$ cat src/rtl/loader_defs.sv
// Shared definitions for the instruction memory boot loader.
// State encodings and stream framing constants.
package loader_defs;

  typedef enum logic [2:0] {
    S_HDR_HI = 3'd0,
    S_HDR_LO = 3'd1,
    S_DATA   = 3'd2,
    S_DONE   = 3'd3,
    S_ERROR  = 3'd4
  } state_e;

  localparam int HDR_W          = 16;
  localparam int BYTES_PER_WORD = 4;

endpackage

$ cat src/rtl/word_assembler.sv
// Packs big-endian stream bytes into 32-bit words.
// Emits a registered one-cycle word_valid with the finished word.
module word_assembler
  import loader_defs::*;
(
  input  logic        clk,
  input  logic        rst_n,
  input  logic        clear,
  input  logic [7:0]  byte_in,
  input  logic        accept,
  output logic        last,
  output logic        word_valid,
  output logic [31:0] word
);

  localparam logic [1:0] LAST_POS = 2'(BYTES_PER_WORD - 1);

  logic [23:0] acc_q;
  logic [1:0]  cnt_q;
  logic        vld_q;
  logic [31:0] word_q;

  assign last       = (cnt_q == LAST_POS);
  assign word_valid = vld_q;
  assign word       = word_q;

  // Shift bytes in; the fourth byte completes and publishes a word.
  always_ff @(posedge clk or negedge rst_n) begin
    if (!rst_n) begin
      acc_q  <= '0;
      cnt_q  <= '0;
      vld_q  <= 1'b0;
      word_q <= '0;
    end else if (clear) begin
      acc_q  <= '0;
      cnt_q  <= '0;
      vld_q  <= 1'b0;
    end else begin
      vld_q <= accept && last;
      if (accept) begin
        if (last) begin
          word_q <= {acc_q, byte_in};
          acc_q  <= '0;
          cnt_q  <= '0;
        end else begin
          acc_q <= {acc_q[15:0], byte_in};
          cnt_q <= cnt_q + 2'd1;
        end
      end
    end
  end

endmodule

$ cat src/rtl/instr_mem_loader.sv
// Boot loader: writes a counted word image into instruction memory,
// holding the core in reset until the image is complete.
module instr_mem_loader
  import loader_defs::*;
#(
  parameter int MAX_WORDS = 256
) (
  input  logic        clk,
  input  logic        rst_n,
  input  logic [7:0]  byte_in,
  input  logic        byte_valid,
  output logic        byte_ready,
  input  logic        reload,
  output logic        imem_write_en,
  output logic [31:0] imem_write_addr,
  output logic [31:0] imem_write_data,
  output logic        core_rst_n,
  output logic        load_done,
  output logic        load_err
);

  localparam logic [16:0] MAX_W = 17'(MAX_WORDS);

  state_e           state_q, state_d;
  logic [7:0]       hi_q, hi_d;
  logic [HDR_W-1:0] n_q, n_d;
  logic [15:0]      idx_q, idx_d;
  logic [31:0]      addr_q, addr_d;
  logic             rel_q, rel_d;
  logic             err_q, err_d;
  logic             clr;
  logic             xfer;
  logic             asm_accept;
  logic             asm_last;
  logic             asm_valid;
  logic [31:0]      asm_word;
  logic [15:0]      hdr_n;

  assign byte_ready = (state_q == S_HDR_HI) ||
                      (state_q == S_HDR_LO) ||
                      (state_q == S_DATA);
  assign xfer       = byte_valid && byte_ready;
  assign hdr_n      = {hi_q, byte_in};
  assign asm_accept = (state_q == S_DATA) && byte_valid;

  word_assembler u_asm (
    .clk        (clk),
    .rst_n      (rst_n),
    .clear      (clr),
    .byte_in    (byte_in),
    .accept     (asm_accept),
    .last       (asm_last),
    .word_valid (asm_valid),
    .word       (asm_word)
  );

  assign imem_write_en   = asm_valid;
  assign imem_write_addr = addr_q;
  assign imem_write_data = asm_word;
  assign core_rst_n      = rel_q;
  assign load_done       = rel_q;
  assign load_err        = err_q;

  // Next-state, header capture, word index and release decisions.
  always_comb begin
    state_d = state_q;
    hi_d    = hi_q;
    n_d     = n_q;
    idx_d   = idx_q;
    addr_d  = addr_q;
    clr     = 1'b0;
    unique case (state_q)
      S_HDR_HI: begin
        if (xfer) begin
          hi_d    = byte_in;
          state_d = S_HDR_LO;
        end
      end
      S_HDR_LO: begin
        if (xfer) begin
          n_d = hdr_n;
          if (hdr_n == 16'd0) begin
            state_d = S_DONE;
          end else if ({1'b0, hdr_n} > MAX_W) begin
            state_d = S_ERROR;
          end else begin
            state_d = S_DATA;
          end
        end
      end
      S_DATA: begin
        if (xfer && asm_last) begin
          addr_d = {14'd0, idx_q, 2'b00};
          idx_d  = idx_q + 16'd1;
          if (idx_q == n_q - 16'd1) begin
            state_d = S_DONE;
          end
        end
      end
      S_DONE, S_ERROR: begin
        if (reload) begin
          state_d = S_HDR_HI;
          clr     = 1'b1;
          hi_d    = '0;
          n_d     = '0;
          idx_d   = '0;
        end
      end
      default: begin
        state_d = S_HDR_HI;
      end
    endcase
    rel_d = (state_q == S_DONE) && !reload;
    err_d = (state_d == S_ERROR);
  end

  // State and bookkeeping registers.
  always_ff @(posedge clk or negedge rst_n) begin
    if (!rst_n) begin
      state_q <= S_HDR_HI;
      hi_q    <= '0;
      n_q     <= '0;
      idx_q   <= '0;
      addr_q  <= '0;
      rel_q   <= 1'b0;
      err_q   <= 1'b0;
    end else begin
      state_q <= state_d;
      hi_q    <= hi_d;
      n_q     <= n_d;
      idx_q   <= idx_d;
      addr_q  <= addr_d;
      rel_q   <= rel_d;
      err_q   <= err_d;
    end
  end

endmodule

$ cat config.mk
export PLATFORM = sky130hd
export DESIGN_NAME = instr_mem_loader
export DESIGN_NICKNAME = d
export VERILOG_FILES = /design/src/rtl/loader_defs.sv /design/src/rtl/word_assembler.sv /design/src/rtl/instr_mem_loader.sv
export SDC_FILE = /design/constraint.sdc
export NUM_CORES = 1
export LEC_CHECK = 0
export BUFFER_PORTS_ARGS = -buffer_cell sky130_fd_sc_hd__buf_2
export CAP_MARGIN = 20
export CORE_ASPECT_RATIO = 2
export CORE_MARGIN = 2
export CORE_UTILIZATION = 50
export DETAILED_ROUTE_END_ITERATION = 7
export PLACE_DENSITY = 0.8
export SYNTH_ARGS = -nofsm -noshare
export SYNTH_HDL_FRONTEND = slang
export SYNTH_SLANG_ARGS = --single-unit
$ cat constraint.sdc
create_clock -name clk -period 1.94 [get_ports clk]
set_clock_uncertainty 0.05 [all_clocks]
set_input_delay 0.388 -clock clk [delete_from_list [all_inputs] [get_ports clk]]
set_output_delay 0.388 -clock clk [all_outputs]
set_load 0.05 [all_outputs]
==> results of run 1 <==
## cell usage after synthesis, types with 9 or more instances
cell	count	area share, %
nand3_1	10	0.92
dfrtp_1	120	55
nand2_1	201	14
nor2_1	24	1.6
xnor2_1	21	3.4
o21ai_0	30	2.7
a22o_1	24	3.8
clkbuf_1	15	1.0
xor2_1	12	1.9
buf_4	19	2.6
a21oi_1	10	0.92
buf_2	9	0.82
## path summary, 6_finish.rpt
path / from / end
min in group asynchronous: rst_n / state_q[2]
hold reg to reg: imem_write_addr[13] / imem_write_addr[13]
hold / removal: reload / state_q[1]
setup reg to reg: state_q[0] / idx_q[15]
max in group asynchronous: rst_n / idx_q[2]
setup / recovery: state_q[0] / idx_q[15]
## placed cells by master, fill, tap and decap left out, drive strengths merged, types with 3 or more instances in the layout
| cell type | Yosys | layout |
|---|---|---|
| clkbuf | 16 | 21 |
| buf | 34 | 107 |
| nand4 | 4 | 4 |
| ha | 3 | 3 |
| a22o | 24 | 24 |
| clkinvlp | 0 | 4 |
| or3 | 4 | 4 |
| o31ai | 5 | 5 |
| nor3 | 9 | 9 |
| nor2 | 25 | 25 |
| dfrtp | 120 | 120 |
| nor4 | 6 | 6 |
| nor3b | 4 | 4 |
| nand2 | 202 | 202 |
| a31oi | 6 | 6 |
| xor2 | 12 | 12 |
| nand3 | 10 | 10 |
| o21ai | 34 | 34 |
| conb | 1 | 16 |
| inv | 9 | 9 |
| a21oi | 10 | 10 |
| xnor2 | 21 | 21 |
| clkinv | 0 | 6 |
## state kept, by name (all words and copies together) (netlist names)
name and count:
load_err 1, hi_q 8, core_rst_n 1, u_asm.word 32, state_q 3, n_q 16
u_asm.cnt_q 2, u_asm.word_valid 1, imem_write_addr 16, idx_q 16, u_asm.acc_q 24
## per-stage QoR
stage | util (%) | hold WS [ns] | setup slack [ns] | area, um^2 | setup TNS (ns)
6_report | 62.9 | 0.197 | -0.00257 | 6800 | -0.00257
3_3_place_gp | 56.3 | 0.248 | 0.0256 | 6090 | 0
2_1_floorplan | - | 0.0424 | 0.0131 | 5520 | 0
5_1_grt | 62.9 | 0.204 | -0.151 | 6800 | -0.444
3_5_place_dp | 56.3 | 0.252 | -0.0633 | 6090 | -0.314
4_1_cts | 61.9 | 0.189 | 0.00203 | 6700 | 0
## power groups by stage
stage | logic, mW | clock network, mW | registers, mW
2_1_floorplan | 1.73 | 0 | 3.34
3_3_place_gp | 2.47 | 0 | 3.35
3_5_place_dp | 2.59 | 0 | 3.39
4_1_cts | 2.64 | 3.06 | 3.35
5_1_grt | 3.09 | 3.18 | 3.43
6_report | 2.82 | 3.02 | 3.37
## cell families after synthesis
| group | after synthesis |
|---|---|
| DFF | 120 |
| other | 1 |
| xor gates and xnor gates | 33 |
| AOI/OAI and AO/OA | 88 |
| adders and majority gates | 3 |
| and+or+nand+nor | 276 |
| buffers and inverters | 59 |
| muxes | 3 |
## per-layer routing
| metal | up-vias | global-route usage, % | share of wire, % |
|---|---|---|---|
| li1 | 2101 | - | - |
| met1 | 2178 | 25.4 | 37 |
| met2 | 134 | 41.7 | 54 |
| met3 | 42 | 5.58 | 3.7 |
| met4 | 0 | 14.3 | 5.1 |
| met5 | - | 0 | 0 |
## repair_timing
action,CTS,global route
gates resized for setup,6,17
hold buffers,1,0
endpoints found under the setup margin,20,37
buffers inserted,0,5
pin swaps,5,20
cloned,0,0
hold endpoints to repair,18,0
## area by class of cell
type                       count  area, um^2
fill                         885        4010
sequential                   120        3000
multi-input combinational    419        2280
timing repair buffer         109         727
clock buffer                  20         447
tap                          140         175
clock inverter                12         128
inverter                       9        36.3
## worst max-delay path, stage by stage, from the launching register on
cell and delay (ns):
dfrtp_1 0.43, and4bb_4 0.38, nand2_4 0.08, inv_4 0.09
o2111ai_1 0.13, buf_4 0.20, nor3_2 0.23, xnor2_1 0.16
nor2_1 0.07
==> flow_summary_export.csv, run 1 <==
group,metric,value,unit
timing,worstMarginPinSlew,0.664,ns
status,violations,"setup timing",
cells_and_area,drive_above_1_share,23.9,%
drt,routed_wl,13.3,mm
drt,drt_pre_antenna_iters,5,
logic_synthesis,synth_top_family_by_area,"simple AND/OR/NAND/NOR gates",
critical_path,critPathCaptureType,"flip-flop",
place,dp.final_hpwl,9.30,mm
timing,worst_slack,-0.00257,ns
timing,slew_headroom,55.7,%
drt,viasPerCell,5.37,
cells_and_area,insertedDiodeCount,0,
logic_synthesis,async_flop_share,100,%
logic_synthesis,synthAdderAreaFrac,0.686,%
critical_path,cp_data_required_time,2.19,ns
floorplanning,fp.dieH,152,um
place,io_buffers,64,
floorplanning,core,10800,um^2
logic_synthesis,synth-seq-area-share,54.9,%
critical_path,reg2reg_slack,-0.003,ns
timing,setup_viol,1,
critical_path,critPathLaunchType,"flip-flop",
clocking,cts_tree,"yes",
grt,antenna_found_initial,0,
logic_synthesis,synth.distinct_cells,51,
grt,grt_max_degree,62,
floorplanning,die_w,77.9,um
cells_and_area,instances_no_fill,829,
logic_synthesis,synthMuxAreaShare,0.572,%
pwr,power,9.21,mW
timing,hold_viol,0,
logic_synthesis,synth_edf_count,0,
logic_synthesis,ys.flop_type,"dfrtp_1",
clocking,cts_root_buffer,"clkbuf_16",
pwr,p_clk_share,32.8,%
logic_synthesis,yosys.area_share.simple,22.0,%
drt,wl_per_cell,16.1,um
clocking,cts_buffer_depth,2,
grt,overflow,0,
clocking,clock_latency,0.41,ns
floorplanning,num_rows,54,
grt,grt_first_pass_wirelength,22.1,mm
pwr,p_int,6.05,mW
pwr,max-vdd-ir-drop,0.804,mV
critical_path,path_class,"flip-flop to flip-flop",
logic_synthesis,synth-xor-area-share,5.29,%
clocking,cts.sinks,120,
job,maxCapViolCount,0,
logic_synthesis,synth_cells,583,
clocking,clk_pin_slew,0.05,ns
critical_path,arrival,2.19,ns
drt,antenna_left,0,
critical_path,reg2regPathDepth,8,
floorplanning,fp.dieArea,11800,um^2
clocking,h-tree-depth,4,
pwr,power_frac_comb,30.6,%
pwr,power.leakage,3.55,nW
logic_synthesis,syn_area_per_cell,9.38,um^2
logic_synthesis,synth-warning-count,0,
floorplanning,initial_utilization,50.6,%
logic_synthesis,synth_area,5470,um^2
place,place.gp.congestion,0.884,
pwr,power.net_switching,3.16,mW
drt,vias,4455,
min_path,hp-class,"input pin to flip-flop",
timing,max_freq,515,MHz
logic_synthesis,synth-seq-cells,120,
timing,min_period,1.94,ns
cells_and_area,fin_nets,691,
pwr,swShare,34.3,%
grt,grt_pass1_vias,4580,
grt,grt_usage,23.8,%
critical_path,crit_fanout,11,
timing,rsz0062_at_grt,"yes",
place,dp_cells,791,
floorplanning,boundaryPins,81,
timing,fin_crit_sh,100,%
cells_and_area,syn_to_final_growth,24.4,%
pwr,p_per_area,1350,nW/um^2
clocking,cts_buffers,17,
min_path,min_path_cells,2,
timing,drv_slew,0,
drt,drc_errors,0,
pwr,seqPwrFrac,36.6,%
drt,drtIter0Drc,289,
status,status,"finished, violations left",
logic_synthesis,synth_compound_area_share,10.8,%
(Power assumes the default switching activity.)
==> run 2: changes to the inputs <==
--- a/config.mk
+++ b/config.mk
@@ -11,7 +11,7 @@
 export CORE_MARGIN = 2
 export CORE_UTILIZATION = 50
 export DETAILED_ROUTE_END_ITERATION = 7
-export PLACE_DENSITY = 0.8
+export PLACE_DENSITY = 0.77
 export SYNTH_ARGS = -nofsm -noshare
 export SYNTH_HDL_FRONTEND = slang
 export SYNTH_SLANG_ARGS = --single-unit
==> constraint.sdc (replaced) <==
create_clock -name clk -period 2.3 [get_ports clk]
set_clock_uncertainty 0.05 [all_clocks]
set_input_delay 0.46 -clock clk [delete_from_list [all_inputs] [get_ports clk]]
set_output_delay 0.46 -clock clk [all_outputs]
set_load 0.05 [all_outputs]
==> flow_summary_export.csv, run 2 (synthesis results as in run 1) <==
group,metric,value,unit
status,status,"finished, final reports clean",
cells_and_area,final_util,60.5,%
cells_and_area,drive_above_1_share,19.1,%
timing,max_freq,466,MHz
cells_and_area,insertedDiodeCount,0,
critical_path,cpPeakStageDelay,0.50,ns
grt,grt_usage,22.7,%
clocking,cts_buffer_depth,2,
critical_path,reg2reg_slack,0.15,ns
cells_and_area,fin_area,6540,um^2
cells_and_area,instances_no_fill,806,
grt,grt_first_pass_wirelength,21.1,mm
place,dp_cells,772,
timing,hold_ws,0.243,ns
place,dpl_cell_area,5920,um^2
critical_path,critPathLaunchType,"flip-flop",
floorplanning,die_w,77.9,um
critical_path,path_class,"flip-flop to flip-flop",
cells_and_area,fin_nets,668,
floorplanning,fp.dieArea,11800,um^2
pwr,power.leakage,3.42,nW
critical_path,crit_path_end,"u_asm.cnt_q[0]",
place,dp.final_hpwl,8.73,mm
floorplanning,fp.dieH,152,um
critical_path,timing.critical_path.from,"state_q[0]",
critical_path,crit_chain,"nor3b_1 -> o21a_1 -> buf_4 -> nor2_1 -> buf_4 -> mux2_2",
critical_path,reg2regPathDepth,6,
cells_and_area,final_common_cell,"nand2_1",
floorplanning,num_rows,54,
pwr,power,7.57,mW
job,maxCapViolCount,0,
pwr,p_per_area,1160,nW/um^2
timing,drv_slew,0,
grt,overflow,0,
drt,drt_pre_antenna_iters,5,
clocking,cts.sinks,120,
critical_path,timing.rr.start,"state_q[0]",
drt,wl_per_cell,15.6,um
critical_path,critPathCaptureType,"flip-flop",
drt,drtIter0Drc,313,
clocking,post_cts_buffers,0,
min_path,hp-class,"input pin to flip-flop",
clocking,cts_buffers,17,
floorplanning,boundaryPins,81,
timing,setup-tns-final,0,ns
drt,routed_wl,12.6,mm
timing,worstMarginPinSlew,0.597,ns
critical_path,arrival,2.40,ns
cells_and_area,final_cell_mix,"201 x nand2_1, 120 x dfrtp_1, 63 x buf_2, 30 x o21ai_0",
clocking,clk_pin_slew,0.06,ns
cells_and_area,largest_register_ff_count,32,
grt,antenna_found_initial,0,
place,place_ws,0.171,ns
clocking,cts_root_buffer,"clkbuf_16",
critical_path,reg2reg_to,"u_asm.cnt_q[0]",
drt,viasPerCell,5.35,
timing,setup_viol,0,
place,io_buffers,64,
timing,min_period,2.15,ns
timing,rsz0062_at_grt,"no",
cells_and_area,syn_to_final_growth,19.7,%
critical_path,crit_top_cell,"buf_4",
critical_path,cp_data_required_time,2.55,ns
drt,antenna_left,0,
place,place.gp.congestion,0.897,
clocking,h-tree-depth,4,
pwr,max-vdd-ir-drop,0.675,mV
drt,vias,4315,
clocking,clock_latency,0.41,ns
drt,drc_errors,0,
timing,fin_crit_sh,93.3,%
critical_path,slowest_stage,"dfrtp_1",
floorplanning,core,10800,um^2
critical_path,crit_fanout,25,
grt,grt_max_degree,55,
timing,slew_headroom,60.1,%
grt,grt_pass1_vias,4297,
clocking,cts_tree,"yes",
timing,hold_viol,0,
timing,worst_slack,0.154,ns
floorplanning,initial_utilization,50.6,%
## run 2: what timing repair did
item,in CTS,in global routing
endpoints found under the hold margin,2,0
setup endpoints to repair,0,0
gates resized for setup,0,0
hold buffers,1,0
## run 2: area by class of cell
type | count | area (um^2)
Clock buffer | 19 | 433
Multi-Input combinational cell | 419 | 2210
Tap cell | 140 | 175
Sequential cell | 120 | 3000
Timing Repair Buffer | 86 | 515
Inverter | 9 | 33.8
Clock inverter | 13 | 171
Fill cell | 935 | 4270
## run 2: worst min path at each step
stage / startpoint / end / slack (ns) / cells past startpoint
after floorplan: rst_n / core_rst_n / 0.11 / 0
after global placement: u_asm.word[2] / u_asm.word[2] / 0.41 / 2
after detailed placement: u_asm.word[8] / u_asm.word[8] / 0.41 / 2
after CTS: reload / state_q[1] / 0.23 / 2
after global routing: reload / state_q[1] / 0.25 / 2
final: reload / state_q[1] / 0.24 / 2
## run 2: layer usage
layer  wire (um)  vias to the layer above  track usage, %
li1            -                     2052               -
met1        4700                     2115            25.5
met2        6970                      121            39.9
met3         523                       27            4.75
met4         399                        0            11.4
met5           0                        -               0
## run 2: critical path, delay by kind of cell, from the launching register on
kind,cells,cell delay [ns]
flops,1,0.50
mux,1,0.28
compound gates,1,0.32
simple gates,2,0.43
buf+inv,2,0.44
## run 2: report_power, final
group          leakage (nW)  switching [mW]  internal, mW
registers              1.64           0.388          2.47
clock network         0.288           0.969          1.71
logic                  1.49            1.21         0.819
==> run 3: changes to the inputs <==
--- a/config.mk
+++ b/config.mk
@@ -9,9 +9,9 @@
 export CAP_MARGIN = 20
 export CORE_ASPECT_RATIO = 2
 export CORE_MARGIN = 2
-export CORE_UTILIZATION = 50
+export CORE_UTILIZATION = 30
 export DETAILED_ROUTE_END_ITERATION = 7
-export PLACE_DENSITY = 0.77
+export PLACE_DENSITY = 0.53
 export SYNTH_ARGS = -nofsm -noshare
 export SYNTH_HDL_FRONTEND = slang
 export SYNTH_SLANG_ARGS = --single-unit
==> constraint.sdc (replaced) <==
create_clock -name clk -period 2.3 [get_ports clk]
set_clock_uncertainty 0.05 [all_clocks]
set_input_delay 0.115 -clock clk [delete_from_list [all_inputs] [get_ports clk]]
set_output_delay 0.115 -clock clk [all_outputs]
set_load 0.05 [all_outputs]
==> flow_summary_export.csv, run 3 (synthesis results as in run 1) <==
group,metric,value,unit
floorplanning,initial_utilization,30.7,%
clocking,h-tree-depth,4,
floorplanning,fp.dieH,195,um
drt,drc_errors,0,
critical_path,reg2regPathDepth,8,
cells_and_area,largest_register_ff_count,32,
critical_path,crit_top_cell,"nor3_2",
critical_path,worst-path-stages,8,
timing,max_freq,472,MHz
clocking,cts_root_buffer,"clkbuf_16",
clocking,clock_latency,0.42,ns
critical_path,timing.critical_path.from,"n_q[1]",
critical_path,arrival,2.40,ns
floorplanning,boundaryPins,81,
critical_path,critPathCaptureType,"flip-flop",
critical_path,critPathLaunchType,"flip-flop",
critical_path,crit_fanout,4,
cells_and_area,drive_above_1_share,19.0,%
critical_path,reg2reg_to,"state_q[0]",
timing,worst_slack,0.179,ns
drt,wl_per_cell,15.5,um
grt,grt_first_pass_wirelength,22.6,mm
cells_and_area,syn_to_final_growth,22.3,%
min_path,hp-class,"input pin to asynchronous set/reset pin",
clocking,cts.sinks,120,
critical_path,path_class,"flip-flop to flip-flop",
floorplanning,num_rows,69,
drt,vias,4269,
timing,hold_viol,0,
pwr,power,7.44,mW
drt,drtIter0Drc,264,
drt,drt_pre_antenna_iters,5,
cells_and_area,final_util,37.6,%
floorplanning,fp.dieArea,19400,um^2
job,maxCapViolCount,0,
pwr,power.leakage,3.43,nW
critical_path,slowest_stage,"or3b_2",
critical_path,timing.rr.start,"n_q[1]",
critical_path,cp_data_required_time,2.58,ns
pwr,p_per_area,1110,nW/um^2
place,place.gp.congestion,0.862,
cells_and_area,insertedDiodeCount,0,
critical_path,reg2reg_slack,0.18,ns
clocking,cts_buffer_depth,2,
critical_path,crit_chain,"inv_1 -> ha_1 -> or3b_2 -> nor3_2 -> xnor2_1 -> nor3_2 -> o2111ai_1 -> o21ai_1",
timing,setup_viol,0,
floorplanning,die_w,99.5,um
timing,min_period,2.12,ns
timing,fin_crit_sh,92.2,%
grt,antenna_found_initial,0,
clocking,cts_buffers,17,
cells_and_area,instances_no_fill,886,
pwr,max-vdd-ir-drop,0.440,mV
timing,drv_slew,0,
critical_path,cp_top_family,"simple AND/OR/NAND/NOR gates",
cells_and_area,fin_nets,675,
grt,grt_usage,15.0,%
drt,viasPerCell,4.82,
critical_path,cp_num_buf_inv,1,
cells_and_area,multi_input_area,2230,um^2
clocking,cts_tree,"yes",
grt,overflow,0,
place,dp.final_hpwl,9.77,mm
cells_and_area,final_common_cell,"nand2_1",
grt,grt_max_degree,79,
cells_and_area,area.sequential,3000,um^2
timing,hold_ws,0.0303,ns
status,status,"finished, final reports clean",
floorplanning,core,17800,um^2
grt,grt_pass1_vias,4411,
critical_path,cpPeakStageDelay,0.48,ns
timing,worstMarginPinSlew,0.570,ns
drt,routed_wl,13.7,mm
drt,antenna_left,0,
place,io_buffers,64,
cells_and_area,final_cell_mix,"201 x nand2_1, 120 x dfrtp_1, 63 x buf_2, 30 x o21ai_0",
place,place_ws,0.0973,ns
timing,slew_headroom,62.0,%
place,dp_cells,844,
clocking,clk_pin_slew,0.05,ns
cells_and_area,n_fill_cell,1833,
critical_path,crit_path_end,"state_q[0]",
clocking,post_cts_buffers,0,
## run 3: layer usage
| layer | global-route usage (%) | share of wire [%] | up-vias | routed length, um |
|---|---|---|---|---|
| met4 | 7.20 | 2.5 | 0 | 346 |
| met1 | 17.0 | 40 | 2093 | 5500 |
| met2 | 26.5 | 54 | 97 | 7440 |
| li1 | - | - | 2062 | - |
| met5 | 0 | 0 | - | 0 |
| met3 | 3.13 | 3.1 | 17 | 431 |
## run 3: repair_timing
| item | 4_1_cts | 5_1_grt |
|---|---|---|
| hold buffers | 10 | 0 |
| hold endpoints to repair | 152 | 0 |
| resized for setup | 0 | 6 |
| endpoints found under the setup margin | 0 | 7 |
## run 3: how the worst min path moves through the flow
stage	cells past startpoint	end	start	slack [ns]
floorplan	0	core_rst_n	rst_n	-0.23
finish	2	load_err	rst_n	0.03
detailed placement	1	load_err	rst_n	-0.08
CTS	2	imem_write_addr[12]	rst_n	0.02
global route	2	imem_write_addr[11]	rst_n	0.04
global placement	1	load_err	rst_n	-0.08
## run 3: metrics by stage
stage	instance area (um^2)	setup TNS [ns]
3_5_place_dp	5990	0
3_3_place_gp	5980	0
4_1_cts	6670	0
5_1_grt	6690	-0.0191
6_report	6690	0
2_1_floorplan	5520	0
## run 3: layout make-up
class / instances / area share, %
Clock buffer: 18 / 6.42
Clock inverter: 14 / 2.19
Inverter: 9 / 0.505
Multi-Input combinational cell: 419 / 33.4
Sequential cell: 120 / 44.9
Tap cell: 213 / 3.99
Timing Repair Buffer: 93 / 8.64
## run 3: where the power goes
part | internal [mW] | switching (mW)
combinational | 0.805 | 1.20
sequential | 2.47 | 0.389
clock | 1.60 | 0.985
